### config.mk
export PLATFORM = sky130hd
export DESIGN_NAME = imm_ext_pipe
export DESIGN_NICKNAME = d
export VERILOG_FILES = /design/src/rtl/imm_ext_pipe.sv
export SDC_FILE = /design/constraint.sdc
export NUM_CORES = 1
export LEC_CHECK = 0
export ABC_AREA = 1
export CAP_MARGIN = 20
export CORE_MARGIN = 2
export CORE_UTILIZATION = 34
export CTS_BUF_LIST = sky130_fd_sc_hd__clkbuf_16
export CTS_CLUSTER_SIZE = 40
export DETAILED_ROUTE_END_ITERATION = 16
export SLEW_MARGIN = 10
export SYNTH_ARGS = -nofsm -noshare
export SYNTH_HDL_FRONTEND = slang
export SYNTH_SLANG_ARGS = --single-unit
### constraint.sdc
create_clock -name clk -period 4.5 [get_ports clk]
set_clock_uncertainty 0.15 [all_clocks]
set_input_delay 0.45 -clock clk [delete_from_list [all_inputs] [get_ports clk]]
set_output_delay 0.45 -clock clk [all_outputs]
set_load 0.02 [all_outputs]
### src/rtl/imm_ext_pipe.sv
// Immediate extender: computes the extended value at input time and queues it
// in a 2-entry in-order buffer with valid/ready handshakes on both sides.
module imm_ext_pipe #(
  parameter int IN_W  = 16,
  parameter int OUT_W = 32
) (
  input  logic             clk,
  input  logic             rst,
  input  logic             flush,
  input  logic             in_valid,
  output logic             in_ready,
  input  logic [IN_W-1:0]  in_imm,
  input  logic [2:0]       in_con,
  output logic             out_valid,
  input  logic             out_ready,
  output logic [OUT_W-1:0] out_data,
  output logic             out_err
);

  typedef struct packed {
    logic             err;
    logic [OUT_W-1:0] data;
  } entry_t;

  if (OUT_W < 2 * IN_W) begin : g_bad_params
    $error("imm_ext_pipe: OUT_W must be at least 2*IN_W");
  end

  entry_t     mem_q [2];
  logic [1:0] cnt_q, cnt_d;
  logic       wr_ptr_q, wr_ptr_d;
  logic       rd_ptr_q, rd_ptr_d;
  entry_t     ext;
  logic [OUT_W-1:0] zext, sext;
  logic       push, pop;

  always_comb begin
    ext  = '0;
    zext = OUT_W'(in_imm);
    sext = OUT_W'($signed(in_imm));
    case (in_con)
      3'd0:    ext.data = sext;
      3'd1:    ext.data = zext;
      // Sign-extending to full width then shifting equals extending to OUT_W-2 first.
      3'd2:    ext.data = sext << 2;
      3'd3:    ext.data = zext << IN_W;
      default: ext.err  = 1'b1;
    endcase
  end

  assign in_ready  = (cnt_q < 2'd2);
  assign out_valid = (cnt_q != 2'd0);
  assign push      = in_valid & in_ready & ~flush;
  assign pop       = out_valid & out_ready & ~flush;
  assign out_data  = out_valid ? mem_q[rd_ptr_q].data : '0;
  assign out_err   = out_valid ? mem_q[rd_ptr_q].err  : 1'b0;

  always_comb begin
    cnt_d    = cnt_q;
    wr_ptr_d = wr_ptr_q;
    rd_ptr_d = rd_ptr_q;
    if (flush) begin
      cnt_d    = 2'd0;
      wr_ptr_d = 1'b0;
      rd_ptr_d = 1'b0;
    end else begin
      if (push) wr_ptr_d = ~wr_ptr_q;
      if (pop)  rd_ptr_d = ~rd_ptr_q;
      case ({push, pop})
        2'b10:   cnt_d = cnt_q + 2'd1;
        2'b01:   cnt_d = cnt_q - 2'd1;
        default: cnt_d = cnt_q;
      endcase
    end
  end

  always_ff @(posedge clk) begin
    if (rst) begin
      cnt_q    <= 2'd0;
      wr_ptr_q <= 1'b0;
      rd_ptr_q <= 1'b0;
      mem_q[0] <= '0;
      mem_q[1] <= '0;
    end else begin
      cnt_q    <= cnt_d;
      wr_ptr_q <= wr_ptr_d;
      rd_ptr_q <= rd_ptr_d;
      if (push) mem_q[wr_ptr_q] <= ext;
    end
  end

endmodule

==> flow_summary.toml <==
[status]
status = "completed"

[cts]
ctsResizeCount = 0
clk_latency_ps = 330
cts_buffer_depth = 2
cts_buffers = 9
clkTransAtPathRegs_ps = 50
postCtsHoldBufs = 0
post_cts_buffers = 0
cts_tree = "done"
cts_root_buf = "clkbuf_16"
htree_num_levels = 3
clock_sinks = 71

[pwr]
leakagePower_nw = 1.60
switching_share = 0.232
seqPwrFrac = 0.502
peakVddDrop_mv = 0.176
p_int_mw = 1.16
p_total_mw = 1.51
pwr-share-comb = 0.085
p_per_area_nw_per_um2 = 343
p_clk_frac = 0.413
p_switching_mw = 0.350

[grt]
grt_pass1_wl_um = 13400
met3_usage = 0.0357
grt_antenna_before_repair = 0
grt_pass1_vias = 2686
globalRouteMet1Util = 0.205
grt_max_degree = 35
busiest_layer = "met2"
grt_use_total = 0.156
overflow = 0
use_met2 = 0.254

[floorplanning]
initial_core_util = 0.350
die_w_um = 104
dieHeight_um = 104
ios = 59
die-area_um2 = 10900
core_area_um2 = 9770
rows = 36

[routing]
drt_iter0_drc = 185
dr.pass1.iters = 5
via_per_inst = 4.91
drc = 0
vias = 2806
final_antenna_net_count = 0
totalWireLength_um = 8240
wl_per_cell_um = 14.4

[timing]
worstMarginPinSlew_ps = 952
layout_min_cycle_time_ps = 3000
relSlewSlack = 0.364
rsz0062_at_grt = "false"
setup_violations = 0
setup_tns_ps = 0
finalHoldViolations = 0
timing.final.crit_share = 0.666
fmax_mhz = 333
maxSlewViolCount = 0
hold_ws_ps = 354

[placement]
post_dp_cell_area_um2 = 4110
dp_hpwl_um = 5200
io_buffers = 58
place_inst = 555
gp_congestion = 0.781

[synthesis]
syn_nets = 404
syn_avg_cell_area_um2 = 9.03
synth_warnings = 0
synth_cell_types = 20
ys_seq_area_frac = 0.608
syn-instance-count = 379
yosys_register_bits = 71
syn_area_um2 = 3420

[critical_path]
r2r_cells = 3
worstPathArrival_ps = 2400
worst-setup-path-type = "flip-flop to primary output"
cp-endpoint = "out_data[30]"
crit_fanout = 34
r2r_end = "mem_q[0][0]"
r2r_setup_slack_ps = 2380
cp_data_required_time_ps = 3900
endpoint_kind = "primary output"
reg2reg_from = "cnt_q[1]"
worstSetupStartpointType = "flip-flop"

[finish]
diodes = 0
layout_common_cells = "nand2_1, a21oi_1, edfxtp_1"
num-nets-final = 459
num-fill-cells = 978
drive_gt1_frac = 0.0638
final_area_um2 = 4400
final_cells = 572
area_growth_pct = 28.4
layout_commonest_cell = "nand2_1"

[flow_run]
cap_viol_max_count = 0

[min_path]
hold_path.class = "flip-flop to flip-flop"
[sequential cells by signal, indices dropped and copies added, names as in the netlist, named ones only]
signal / cells
wr_ptr_q: 1
mem_q: 66
cnt_q: 2
rd_ptr_q: 1
[logic make-up (layout without fill, tap and decap cells)]
group / Yosys count / in the layout / share of synthesized area
buffers and inverters: 62 / 122 / 0.0739
AND/OR/NAND/NOR: 164 / 164 / 0.195
AO/OA/AOI/OAI: 81 / 81 / 0.119
adder cells (fa/ha/maj): 1 / 1 / 0.00366
flip-flops: 71 / 71 / 0.608
[worst min-delay path by stage]
stage / start / to / slack (ps) / cells past startpoint
after detailed placement: wr_ptr_q / wr_ptr_q / 350 / 2
after CTS: wr_ptr_q / wr_ptr_q / 350 / 2
after global placement: wr_ptr_q / wr_ptr_q / 320 / 2
after global routing: wr_ptr_q / wr_ptr_q / 370 / 2
after floorplan: wr_ptr_q / wr_ptr_q / 310 / 2
final: rd_ptr_q / rd_ptr_q / 350 / 2
[power by group through the flow]
stage	clock network (mW)	registers [mW]	logic, mW
finish	0.623	0.757	0.129
CTS	0.629	0.757	0.130
detailed placement	0	0.770	0.130
global route	0.660	0.759	0.142
floorplan	0	0.770	0.0690
global placement	0	0.770	0.128
[routing by layer]
metal	wire length (µm)	part of all wire
met2	3910	0.47
met3	661	0.080
met5	0	0
met1	3550	0.43
met4	112	0.014
[worst max-delay path, stage by stage, from the launching register on]
cell	delay, ps
dfxtp_1	300
buf_4	240
inv_1	410
buf_16	220
nand2_1	60
a21oi_1	180
clkdlybuf4s50_1	640
[through the flow]
step                utilization  setup slack [ps]
floorplan                     -              2270
global placement          0.421              1500
detailed placement        0.421              1480
CTS                       0.447              1110
global route              0.450              1360
finish                    0.450              1500
[Yosys cell counts]
| master | number | area, µm² |
|---|---|---|
| nand2_1 | 105 | 394 |
| nand4_2 | 2 | 25.0 |
| nand3_1 | 7 | 35.0 |
| or2_2 | 2 | 12.5 |
| ha_1 | 1 | 12.5 |
| edfxtp_1 | 66 | 1980 |
| nor2_1 | 38 | 143 |
| a21oi_1 | 66 | 330 |
| buf_4 | 1 | 7.51 |
| nor2_2 | 4 | 25.0 |
| dfxtp_1 | 5 | 100 |
| o21ai_0 | 4 | 20.0 |
| nor3_1 | 4 | 20.0 |
| inv_1 | 41 | 154 |
| o21ai_1 | 10 | 50.1 |
| clkbuf_1 | 6 | 22.5 |
| inv_2 | 1 | 3.75 |
| buf_2 | 13 | 65.1 |
| nand4_1 | 2 | 12.5 |
| o211ai_1 | 1 | 7.51 |
[area by class of cell]
class	count	area, µm²	share of cell area
Clock inverter	7	31.3	0.00712
Tap cell	133	166	0.0379
Timing Repair Buffer	64	646	0.147
Clock buffer	9	225	0.0512
Sequential cell	71	2080	0.474
Multi-Input combinational cell	246	1090	0.247
Inverter	42	158	0.0359
Note: power is estimated with default switching activity, not from simulation.
